$ cat config.mk
export PLATFORM = sky130hd
export DESIGN_NAME = uart_tx_feeder
export DESIGN_NICKNAME = d
export VERILOG_FILES = /design/src/rtl/uart_tx_feeder_pkg.sv /design/src/rtl/uart_tx_feeder_sync_fifo.sv /design/src/rtl/uart_tx_feeder.sv
export SDC_FILE = /design/constraint.sdc
export NUM_CORES = 1
export LEC_CHECK = 0
export CORE_UTILIZATION = 40
export DETAILED_ROUTE_END_ITERATION = 8
export GPL_ROUTABILITY_DRIVEN = 0
export PLACE_DENSITY = 0.6
export SYNTH_ARGS = -nofsm -noshare
export SYNTH_HDL_FRONTEND = slang
export SYNTH_SLANG_ARGS = --single-unit
$ cat constraint.sdc
create_clock -name clk -period 2.55 [get_ports clk]
set_clock_uncertainty 0.15 [all_clocks]
set_input_delay 0.3825 -clock clk [delete_from_list [all_inputs] [get_ports clk]]
set_output_delay 0.3825 -clock clk [all_outputs]
set_load 0.01 [all_outputs]
$ cat src/rtl/uart_tx_feeder_pkg.sv
// Shared definitions for the uart_tx feeder: sequencer states and default sizing.
package uart_tx_feeder_pkg;

    localparam int DEFAULT_DATA_BITS    = 8;
    localparam int DEFAULT_DEPTH_LOG2   = 4;
    localparam int DEFAULT_BUSY_TIMEOUT = 4;

    typedef enum logic [1:0] {
        ST_IDLE       = 2'd0,
        ST_START      = 2'd1,
        ST_WAIT_BUSY  = 2'd2,
        ST_WAIT_READY = 2'd3
    } seq_state_e;

    function automatic int fifo_depth(input int depth_log2);
        return 1 << depth_log2;
    endfunction

endpackage

$ cat src/rtl/uart_tx_feeder_sync_fifo.sv
// Single-clock byte FIFO with registered occupancy flags and a sticky overflow bit.
module sync_fifo
    import uart_tx_feeder_pkg::*;
#(
    parameter int DATA_BITS  = DEFAULT_DATA_BITS,
    parameter int DEPTH_LOG2 = DEFAULT_DEPTH_LOG2
) (
    input  logic                  clk,
    input  logic                  rst_n,
    input  logic                  wr_en,
    input  logic [DATA_BITS-1:0]  wr_data,
    input  logic                  rd_en,
    output logic [DATA_BITS-1:0]  rd_data,
    output logic                  full,
    output logic                  empty,
    output logic [DEPTH_LOG2:0]   count,
    output logic                  overflow
);

    localparam int DEPTH = fifo_depth(DEPTH_LOG2);
    localparam logic [DEPTH_LOG2:0] DEPTH_CNT = (DEPTH_LOG2 + 1)'(DEPTH);

    logic [DATA_BITS-1:0]  mem [DEPTH];
    logic [DEPTH_LOG2-1:0] wr_ptr;
    logic [DEPTH_LOG2-1:0] rd_ptr;
    logic [DEPTH_LOG2:0]   count_nxt;
    logic                  push;
    logic                  pop;

    // full is the registered pre-pop flag, so a push racing a pop on a full FIFO is dropped
    assign push    = wr_en && !full;
    assign pop     = rd_en && !empty;
    assign rd_data = mem[rd_ptr];

    always_comb begin
        count_nxt = count;
        if (push && !pop) begin
            count_nxt = count + 1'b1;
        end else if (!push && pop) begin
            count_nxt = count - 1'b1;
        end
    end

    always_ff @(posedge clk) begin
        if (push) begin
            mem[wr_ptr] <= wr_data;
        end
    end

    always_ff @(posedge clk or negedge rst_n) begin
        if (!rst_n) begin
            wr_ptr   <= '0;
            rd_ptr   <= '0;
            count    <= '0;
            full     <= 1'b0;
            empty    <= 1'b1;
            overflow <= 1'b0;
        end else begin
            if (push) begin
                wr_ptr <= wr_ptr + 1'b1;
            end
            if (pop) begin
                rd_ptr <= rd_ptr + 1'b1;
            end
            count    <= count_nxt;
            full     <= (count_nxt == DEPTH_CNT);
            empty    <= (count_nxt == '0);
            overflow <= overflow | (wr_en & full);
        end
    end

endmodule

$ cat src/rtl/uart_tx_feeder.sv
// Buffers producer bytes and hands them to uart_tx one at a time, one start pulse per
// observed ready->busy->ready cycle, with a timeout if the transmitter never goes busy.
module uart_tx_feeder
    import uart_tx_feeder_pkg::*;
#(
    parameter int DATA_BITS    = DEFAULT_DATA_BITS,
    parameter int DEPTH_LOG2   = DEFAULT_DEPTH_LOG2,
    parameter int BUSY_TIMEOUT = DEFAULT_BUSY_TIMEOUT
) (
    input  logic                  clk,
    input  logic                  rst_n,
    input  logic                  wr_en,
    input  logic [DATA_BITS-1:0]  wr_data,
    output logic                  full,
    output logic                  empty,
    output logic [DEPTH_LOG2:0]   count,
    output logic                  overflow,
    input  logic                  tx_ready,
    output logic                  tx_start,
    output logic [DATA_BITS-1:0]  tx_data
);

    localparam int TMO_W = $clog2(BUSY_TIMEOUT + 1);
    localparam logic [TMO_W-1:0] TMO_LAST = TMO_W'(BUSY_TIMEOUT - 1);

    seq_state_e           state;
    seq_state_e           state_nxt;
    logic [TMO_W-1:0]     tmo_cnt;
    logic [TMO_W-1:0]     tmo_cnt_nxt;
    logic                 pop;
    logic                 tx_start_nxt;
    logic [DATA_BITS-1:0] head;

    sync_fifo #(
        .DATA_BITS (DATA_BITS),
        .DEPTH_LOG2(DEPTH_LOG2)
    ) u_fifo (
        .clk     (clk),
        .rst_n   (rst_n),
        .wr_en   (wr_en),
        .wr_data (wr_data),
        .rd_en   (pop),
        .rd_data (head),
        .full    (full),
        .empty   (empty),
        .count   (count),
        .overflow(overflow)
    );

    always_comb begin
        state_nxt    = state;
        tmo_cnt_nxt  = tmo_cnt;
        pop          = 1'b0;
        tx_start_nxt = 1'b0;
        case (state)
            ST_IDLE: begin
                if (!empty && tx_ready) begin
                    pop          = 1'b1;
                    tx_start_nxt = 1'b1;
                    state_nxt    = ST_START;
                end
            end
            ST_START: begin
                tmo_cnt_nxt = '0;
                state_nxt   = ST_WAIT_BUSY;
            end
            ST_WAIT_BUSY: begin
                // A transmitter that never drops ready still releases the byte slot
                if (!tx_ready) begin
                    state_nxt = ST_WAIT_READY;
                end else if (tmo_cnt == TMO_LAST) begin
                    state_nxt = ST_IDLE;
                end else begin
                    tmo_cnt_nxt = tmo_cnt + 1'b1;
                end
            end
            ST_WAIT_READY: begin
                if (tx_ready) begin
                    state_nxt = ST_IDLE;
                end
            end
            default: state_nxt = ST_IDLE;
        endcase
    end

    always_ff @(posedge clk or negedge rst_n) begin
        if (!rst_n) begin
            state    <= ST_IDLE;
            tmo_cnt  <= '0;
            tx_start <= 1'b0;
            tx_data  <= '0;
        end else begin
            state    <= state_nxt;
            tmo_cnt  <= tmo_cnt_nxt;
            tx_start <= tx_start_nxt;
            if (pop) begin
                tx_data <= head;
            end
        end
    end

endmodule

Word level (Yosys, flattened, before mapping)
Memory sizes are Yosys's and may differ from the RTL's. A register that Yosys moved wholly into a read port is not among the register bits.
Index checks and enable logic that the tools add are counted.
Widths: inputs -> output; s select.
{"block": "word_totals", "ff_bits": 22, "ramBits": 128, "input_bits": 12, "wordCells": 56, "memories": 1}
{"block": "op_classes", "addsub": 5, "eq_ne": 10, "n_mux": 14, "n_bitwise": 2, "reduce_logical": 15}
{"memory": "u_fifo.mem", "words": 16, "word_bits": 8, "read_ports": 1, "rd_ports_with_merged_regs": 1, "write_ports": 1, "line": "uart_tx_feeder_sync_fifo.sv:23", "source": "logic [DATA_BITS-1:0] mem [DEPTH];"}
{"op": "$mux 5", "n": 2}
{"op": "$add 4x1->4 const B", "n": 2}
{"op": "$mux 2", "n": 4}
{"op": "$ne 2x2->1 const B", "n": 4}
{"op": "$pmux 2 s4", "n": 1}
{"op": "$mux 3", "n": 2}
{"op": "$pmux 3 s2", "n": 1}
{"op": "$reduce_and 3->1", "n": 2}
{"op": "$add 5x1->5 const B", "n": 1}
{"op": "$eq 5x5->1 const B", "n": 1}
{"op": "$logic_and 1x1->1", "n": 5}
{"op": "$logic_not 1->1", "n": 5}
{"op": "$logic_not 5->1", "n": 1}
{"op": "$sub 5x1->5 const B", "n": 1}
{"op": "$eq 2x2->1 const B", "n": 2}
{"op": "$mux 1", "n": 4}
{"op": "$add 3x1->3 const B", "n": 1}
{"op": "$eq 3x2->1 const B", "n": 1}
{"op": "$ne 3x3->1 const B", "n": 1}
{"op": "$eq 2x1->1 const B", "n": 1}
{"op": "$logic_not 2->1", "n": 1}
{"op": "$reduce_bool 2->1", "n": 1}
{"op": "$and 1x1->1", "n": 1}
{"op": "$or 1x1->1", "n": 1}

Depth between registers and ports, before layout
Gate-level depths: netlist of the first run.
{"block": "logic_depth", "ltp_word": 9, "mapped_depth": 7, "depth_no_buf": 7}

Modules after synthesis
From an unflattened synthesis of the first run, not the netlist that was laid out.
{"block": "unflattened", "hier_cells": 340, "area_unflattened_um2": 6439.9}
{"mod": "sync_fifo", "instances": 1, "cells_each": 298, "area_per_inst_um2": 5836.8}
{"mod": "uart_tx_feeder", "instances": 1, "cells_each": 42, "area_per_inst_um2": 603.1}

Worst setup path after synthesis of the first run
Ideal clock, no wire load.
{"block": "synth_path", "path_type": "flip-flop to flip-flop", "from": "register u_fifo.full", "to": "memory u_fifo.mem[3][0] (netlist bit), enable pin", "arrival_ps": 1682, "t_required_ps": 2017, "slack_ps": 334, "path_stages_with_launch": 5, "n_path_buf": 1, "path_cell_list": "dfrtp_1 > nor2b_1 > clkbuf_1 > nand2_1 > nor3_1"}
{"block": "synth_between", "elab_chain_len": 4}
{"element": "start, declared", "line": "uart_tx_feeder_sync_fifo.sv:14", "source": "output logic full,"}
{"element": "start signal, assigned", "line": "uart_tx_feeder_sync_fifo.sv:66", "source": "full <= (count_nxt == DEPTH_CNT);"}
{"element": "$logic_not 1->1", "line": "uart_tx_feeder_sync_fifo.sv:31", "source": "assign push = wr_en && !full;"}
{"element": "$logic_and 1x1->1", "line": "uart_tx_feeder_sync_fifo.sv:31"}
{"element": "$mux 1", "line": "uart_tx_feeder_sync_fifo.sv:45", "source": "if (push) begin"}
{"element": "$mux 1 (implied by the code)", "line": "uart_tx_feeder_sync_fifo.sv:46", "source": "mem[wr_ptr] <= wr_data;"}
{"element": "end, declared", "line": "uart_tx_feeder_sync_fifo.sv:23"}
Every way passes these cells.

Final worst setup path of the first run
{"block": "layout_path", "from": "register state[1]", "to": "register u_fifo.full"}
{"block": "layout_between", "elab_chain_len": 7, "word_cells_on_any_way": 9, "cone_classes": "1 x eq/ne; 3 x mux; 5 x reduce/logical"}
{"element": "start, declared", "line": "uart_tx_feeder.sv:26", "source": "seq_state_e state;"}
{"element": "start signal, assigned", "line": "uart_tx_feeder.sv:93", "source": "state <= state_nxt;"}
{"element": "$logic_not 2->1 *", "line": "uart_tx_feeder.sv:55", "source": "case (state)"}
{"element": "$mux 1 *", "line": "uart_tx_feeder.sv:55"}
{"element": "$logic_and 1x1->1 *", "line": "uart_tx_feeder_sync_fifo.sv:32", "source": "assign pop = rd_en && !empty;"}
{"element": "$logic_and 1x1->1 / $logic_not 1->1 (equally long branches)", "line": "uart_tx_feeder_sync_fifo.sv:39, uart_tx_feeder_sync_fifo.sv:37"}
{"element": "$mux 5 / $logic_and 1x1->1 (equally long branches)", "line": "uart_tx_feeder_sync_fifo.sv:39, uart_tx_feeder_sync_fifo.sv:37"}
{"element": "$mux 5 *", "line": "uart_tx_feeder_sync_fifo.sv:37", "source": "if (push && !pop) begin"}
{"element": "via u_fifo.count_nxt[3]", "line": "uart_tx_feeder_sync_fifo.sv:26", "source": "logic [DEPTH_LOG2:0] count_nxt;"}
{"element": "$eq 5x5->1 *", "line": "uart_tx_feeder_sync_fifo.sv:66"}
Mark *: on every way through the listed nets, which the timed path passes. The rest lies on a longest branch.
A chain may end at the register's enable or synchronous reset.

==> flow_metrics.py, run 1 <==
metrics = {
    "timing": {
        "worst_pin_slew_ns": 0.5901,
        "grt_setup_unrepaired": "no",
        "fin_crit_ns": 2.202,
        "setup_ws_ns": 0.3484,
        "slew_headroom_pct": 60.53,
        "setup_viol": 0,
        "clock.fmax_ghz": 0.4542,
        "maxSlewViolCount": 0,
        "fin_crit_sh_pct": 86.34,
        "tns_ns": 0,
        "finalHoldViolCount": 0,
    },
    "placement": {
        "io_buffers": 28,
        "hpwl_um": 7529,
        "dp_slack_ns": -0.02967,
        "placed_cells": 606,
    },
    "global_route": {
        "grt_pass1_wl_um": 19180,
        "first_global_vias": 3363,
        "grt_usage_pct": 16.35,
        "antenna_found_initial": 0,
        "use_met3_pct": 4.549,
        "grt_busiest_layer": "met2",
        "grt-ovfl-total": 0,
        "grt_max_degree": 40,
        "grt_use_met1_pct": 21.28,
        "met2_usage_pct": 27.17,
    },
    "die": {
        "fp.dieArea_um2": 16320,
        "rows": 45,
        "coreArea_um2": 15310,
        "io-pin-count": 29,
        "die_h_um": 127.7,
        "fp.dieW_um": 127.7,
        "initial_utilization_pct": 41.29,
    },
    "power_and_ir_drop": {
        "cellPowerDensity_nw_per_um2": 1116,
        "p_leak_nw": 2.689,
        "ir_worst_vdd_uv": 853.5,
    },
    "yosys": {
        "synth_top_family_by_area": "multiplexers",
        "avgSynthCellArea_um2": 17.96,
        "synth-seq-cells": 158,
        "yosysMostFrequentCell": "edfxtp_1",
        "yosysSeqAreaShare_pct": 72.68,
        "synth_compound_area_share_pct": 3.383,
        "synth_fp_nets": 373,
        "synth_fa_ha_area_share_pct": 1.781,
        "yosysWarnings": 0,
        "async_flop_share_pct": 18.99,
        "muxShareOfSynthArea_pct": 13.51,
        "postSynthCellCount": 352,
        "ys_top_cells_by_area": "edfxtp_1 61%, dfrtp_1 11%, mux4_2 11%",
        "synth-simple-area-share_pct": 5.619,
        "synth_common_cells": "128 x edfxtp_1, 30 x mux4_2, 29 x dfrtp_1",
        "synthXorXnorAreaFrac_pct": 1.385,
        "synth.distinct_cells": 38,
        "netlist_area_um2": 6324,
        "synth_top_flop_cell": "edfxtp_1",
        "synth_edf_count": 128,
        "netlist.area_leader.share_pct": 60.78,
        "yosysTopAreaCell": "edfxtp_1",
    },
    "setup_path": {
        "end_kind": "flip-flop",
        "r2r-end": "u_fifo.full$_DFF_PN0_",
        "crit_slowest_cell": "or4b_4",
        "required_ns": 2.71,
        "start_kind": "flip-flop",
        "path_max_fanout": 6,
        "path_common_cell": "buf_4",
        "rr_worst_depth": 7,
        "path_cells": "or4b_4 -> buf_4 -> nor2_1 -> buf_4 -> a32oi_1 -> xnor2_1 -> nor4_1",
        "crit_path_end": "u_fifo.full$_DFF_PN0_",
        "reg2reg_slack_ns": 0.35,
        "criticalPathCategory": "flip-flop to flip-flop",
        "worstPathArrival_ns": 2.36,
        "critPathMaxStageDelay_ns": 0.53,
        "crit_buf_inv": 2,
        "cp-startpoint": "state[1]$_DFFE_PN0P_",
        "r2r_start": "state[1]$_DFFE_PN0P_",
        "cp_top_family": "simple AND/OR/NAND/NOR gates",
        "worstSetupPathDepth": 7,
    },
    "cells_and_area": {
        "final_cell_count_no_fill": 638,
        "drive_gt1_share_pct": 25.06,
        "final_nets": 435,
        "diodes": 0,
        "syn2layout_area_growth_pct": 21.76,
    },
    "drt": {
        "vias": 3286,
        "final_antenna_net_count": 0,
        "drtPass1Iterations": 4,
        "drc_errors": 0,
        "avgRoutedWirePerCell_um": 19.05,
        "routed_via_density": 5.150,
        "drtIter0Drc": 157,
        "drt-total-wl_um": 12150,
    },
    "flow_run": {
        "max_cap_violations": 0,
    },
    "clock_tree": {
        "clock_sinks": 158,
        "cts.clk_slew.worst_paths_ns": 0.06,
        "numCtsBuffers": 17,
        "cts_root_buf": "clkbuf_16",
        "cts_tree": "yes",
        "cts_resized": 0,
        "post-cts-setup-buffers": 0,
        "ctsHoldBuffers": 0,
        "clock_latency_ns": 0.42,
        "clockBufferDepth": 2,
        "htreeDepth": 4,
    },
    "outcome": {
        "status": "finished clean",
    },
    "min_path": {
        "hold_class": "input port to async pin",
    },
}
metal layers:
layer / vias to the layer above / wire [µm]
met1: 1701 / 5402
met4: 0 / 99
met5: - / 0
met3: 10 / 515
met2: 67 / 6135
li1: 1508 / -
worst min path at each step:
stage | startpoint | to | slack (ns) | depth (start not counted)
finish | rst_n | u_fifo.overflow$_DFF_PN0_ | 0.21 | 2
global route | rst_n | u_fifo.overflow$_DFF_PN0_ | 0.24 | 2
CTS | rst_n | tx_data[3]$_DFFE_PN0N_ | 0.22 | 2
detailed placement | u_fifo.overflow$_DFF_PN0_ | u_fifo.overflow$_DFF_PN0_ | 0.30 | 1
global placement | u_fifo.overflow$_DFF_PN0_ | u_fifo.overflow$_DFF_PN0_ | 0.29 | 1
floorplan | rst_n | state[0]$_DFFE_PN0P_ | -0.06 | 0
final cells by class:
cell class                      instances  area [µm²]
Multi-Input combinational cell        168        1624
Inverter                                8       30.03
Tap cell                              211       264.0
Clock inverter                         14       202.7
Fill cell                            1263        7615
Sequential cell                       158        4597
Clock buffer                           18       429.2
Timing Repair Buffer                   61       553.0
state kept, by name, indices dropped and copies added, names as in the netlist:
signal and count:
tx_start 1, tx_data 8, u_fifo.overflow 1, u_fifo.wr_ptr 4, u_fifo.mem 128, state 2, u_fifo.empty 1, u_fifo.count 5
tmo_cnt 3, u_fifo.rd_ptr 4, u_fifo.full 1
cell usage in the layout, fill, tap and decap left out, types with 2 or more instances in the layout:
master           netlist  final
mux4_2                30     30
nor3_1                14     14
nand2b_1               4      4
inv_1                  8      8
clkinvlp_4             0      2
clkdlybuf4s50_1        0     28
buf_12                 0      2
dfrtp_1               29     28
nand4_1                2      2
buf_4                  0     31
inv_6                  0      3
inv_8                  0      2
nand2_1               18     18
mux2_2                 7      7
o21ai_0                8      8
mux2i_1               10     10
ha_1                   9      9
clkinv_2               0      2
clkbuf_16              0     17
edfxtp_1             128    128
a221o_1                7      7
a32oi_1                2      2
xor2_1                 2      2
o211ai_1               2      2
xnor2_1                8      8
a21oi_1                5      5
nor2_1                19     19
nor2b_1                3      3
nor4_1                 2      2
nand3_1                4      4
bufinv_16              0      4
stage by stage:
stage	utilization [%]	area [µm²]	hold slack, ns	power, mW
floorplan	-	6324	-0.06309	5.064
global placement	46.15	7068	0.2927	5.939
detailed placement	46.15	7068	0.3018	5.988
CTS	50.28	7700	0.2178	8.691
global route	50.28	7700	0.2356	9.027
finish	50.28	7700	0.2137	8.589
power by group:
part           leakage [nW]  internal (mW)  switching, mW  total, mW
Sequential             1.52           3.22          0.307       3.53
Clock                 0.305           1.66           1.03       2.69
Combinational         0.861           1.22           1.16       2.37
cell families (layout without fill, tap and decap cells):
logic type,after synthesis,count (layout)
flip-flops,158,158
AND/OR/NAND/NOR,72,72
multiplexers,47,47
AO/OA/AOI/OAI,30,30
buffers and inverters,26,101
XOR/XNOR,10,10
adder cells (fa/ha/maj),9,9
Power figures use the tool's default switching activity.
==> inputs of run 2 (changes only) <==
CORE_UTILIZATION = 30   (was 40)
PLACE_DENSITY = 0.48   (was 0.6)
==> run 2 against run 1 <==
Worst hold slack lost 0.00067 ns. Global-route usage down 3.5 points. Sequential cell count stayed put. Routed wire length is 7.2% higher. Sequential share of layout area rose by 0.36 points. Clock-buffer cell count down 1. Clock power fell by 11%. Die area grew 33%. Combinational power hardly changed. Critical endpoint unchanged. First-iteration DRC count up 15%. Maximum frequency fell by 2.2%.
==> flow_metrics.py, run 2 (synthesized netlist as in run 1, its figures left out) <==
metrics = {
    "outcome": {
        "status": "finished clean",
    },
    "setup_path": {
        "r2r_start": "state[0]$_DFFE_PN0P_",
        "required_ns": 2.71,
        "start_kind": "flip-flop",
        "path_cells": "or4b_4 -> buf_4 -> inv_1 -> nor2_1 -> nor4_1 -> a21oi_1 -> nor4_1",
        "path_max_fanout": 20,
        "crit_slowest_cell": "or4b_4",
        "worstPathArrival_ns": 2.42,
        "rr_worst_depth": 7,
        "critPathMaxStageDelay_ns": 0.52,
        "reg2reg_slack_ns": 0.30,
        "path_common_cell": "nor4_1",
        "r2r-end": "u_fifo.full$_DFF_PN0_",
        "end_kind": "flip-flop",
        "criticalPathCategory": "flip-flop to flip-flop",
    },
    "global_route": {
        "first_global_vias": 3340,
        "grt_pass1_wl_um": 19960,
        "grt_usage_pct": 12.87,
        "grt_max_degree": 40,
        "grt-ovfl-total": 0,
        "antenna_found_initial": 1,
    },
    "cells_and_area": {
        "top_regs": "u_fifo.mem x128, tx_data x8, u_fifo.count x5",
        "layout_commonest_cell": "edfxtp_1",
        "largest_register_ffs": 128,
        "drive_gt1_share_pct": 23.81,
        "final_util_pct": 37.46,
        "final_nets": 429,
        "diodes": 0,
        "regMostFlops": "u_fifo.mem",
        "syn2layout_area_growth_pct": 21.03,
        "design_area_um2": 7654,
        "mostFrequentLayoutCells": "128 x edfxtp_1, 30 x mux4_2, 28 x clkdlybuf4s50_1, 28 x dfrtp_1, 25 x buf_4",
    },
    "drt": {
        "drt-total-wl_um": 13030,
        "drc_errors": 0,
        "avgRoutedWirePerCell_um": 18.89,
        "drtIter0Drc": 181,
        "vias": 3269,
        "routed_via_density": 4.738,
        "drtPass1Iterations": 4,
        "final_antenna_net_count": 0,
    },
    "clock_tree": {
        "cts_tree": "yes",
        "clock_sinks": 158,
        "post-cts-setup-buffers": 0,
        "htreeDepth": 4,
        "clock_latency_ns": 0.42,
        "ctsHoldBuffers": 0,
        "cts_root_buf": "clkbuf_16",
        "numCtsBuffers": 17,
        "clockBufferDepth": 2,
        "cts_resized": 0,
        "cts.clk_slew.worst_paths_ns": 0.07,
    },
    "die": {
        "rows": 52,
        "fp.dieArea_um2": 21660,
        "io-pin-count": 29,
        "fp.dieW_um": 147.2,
        "coreArea_um2": 20430,
        "die_h_um": 147.2,
        "initial_utilization_pct": 30.95,
    },
    "power_and_ir_drop": {
        "power_mw": 8.326,
        "ir_worst_vdd_uv": 580.2,
        "cellPowerDensity_nw_per_um2": 1088,
        "p_leak_nw": 2.623,
    },
    "timing": {
        "setup_viol": 0,
        "finalHoldViolCount": 0,
        "grt_setup_unrepaired": "no",
        "worst_pin_slew_ns": 0.5789,
        "clock.fmax_ghz": 0.4441,
        "fin_crit_sh_pct": 88.30,
        "tns_ns": 0,
        "slew_headroom_pct": 61.28,
        "hold_slack_ns": 0.2130,
        "fin_crit_ns": 2.252,
        "maxSlewViolCount": 0,
    },
    "placement": {
        "placed_area_um2": 7097,
        "hpwl_um": 8137,
        "io_buffers": 28,
    },
    "min_path": {
        "hold_class": "input port to async pin",
    },
    "flow_run": {
        "max_cap_violations": 0,
    },
}
run 2: how the worst max path moves through the flow:
stage                          startpoint                         end  slack (ns)  cells past startpoint
floorplan           u_fifo.full$_DFF_PN0_  u_fifo.mem[3][0]$_DFFE_PP_        0.33                      4
detailed placement               tx_ready       u_fifo.full$_DFF_PN0_       -0.07                      8
CTS                  state[0]$_DFFE_PN0P_       u_fifo.full$_DFF_PN0_        0.30                      7
global route         state[0]$_DFFE_PN0P_       u_fifo.full$_DFF_PN0_        0.08                      7
global placement                 tx_ready       u_fifo.full$_DFF_PN0_      -0.004                      8
finish               state[0]$_DFFE_PN0P_       u_fifo.full$_DFF_PN0_        0.30                      7
run 2: routing by layer:
metal	global-route usage [%]	routed length [µm]	vias up	part of all wire, %
met5	0	10	-	0.077
met4	2.938	108	2	0.83
met1	17.00	6102	1686	47
li1	-	-	1500	-
met3	3.913	533	14	4.1
met2	20.80	6277	67	48
run 2: area by class of cell:
| cell class | count | area, µm² |
|---|---|---|
| Timing Repair Buffer | 55 | 508.0 |
| Multi-Input combinational cell | 168 | 1624 |
| Fill cell | 1931 | 12780 |
| Clock inverter | 14 | 131.4 |
| Clock buffer | 17 | 425.4 |
| Inverter | 8 | 30.03 |
| Tap cell | 270 | 337.8 |
| Sequential cell | 158 | 4597 |
run 2: where the power goes:
part           switching (mW)  leakage, nW  internal, mW
combinational            1.16        0.830          1.20
sequential              0.333         1.52          3.22
clock                    1.05        0.270          1.35
total                    2.55         2.62          5.78
run 2: critical path, delay by kind of cell (launching register included):
family                 cells  cell delay, ns
AOI/OAI and AO/OA          1            0.10
buffers and inverters      2            0.38
DFF                        1            0.44
and+or+nand+nor            4            1.07
run 2: through the flow:
| stage | setup slack (ns) | cells |
|---|---|---|
| final | 0.2982 | 690 |
| after floorplan | 0.3343 | 352 |
| after global routing | 0.08201 | 690 |
| after global placement | -0.003634 | 659 |
| after CTS | 0.3042 | 690 |
| after detailed placement | -0.07429 | 659 |
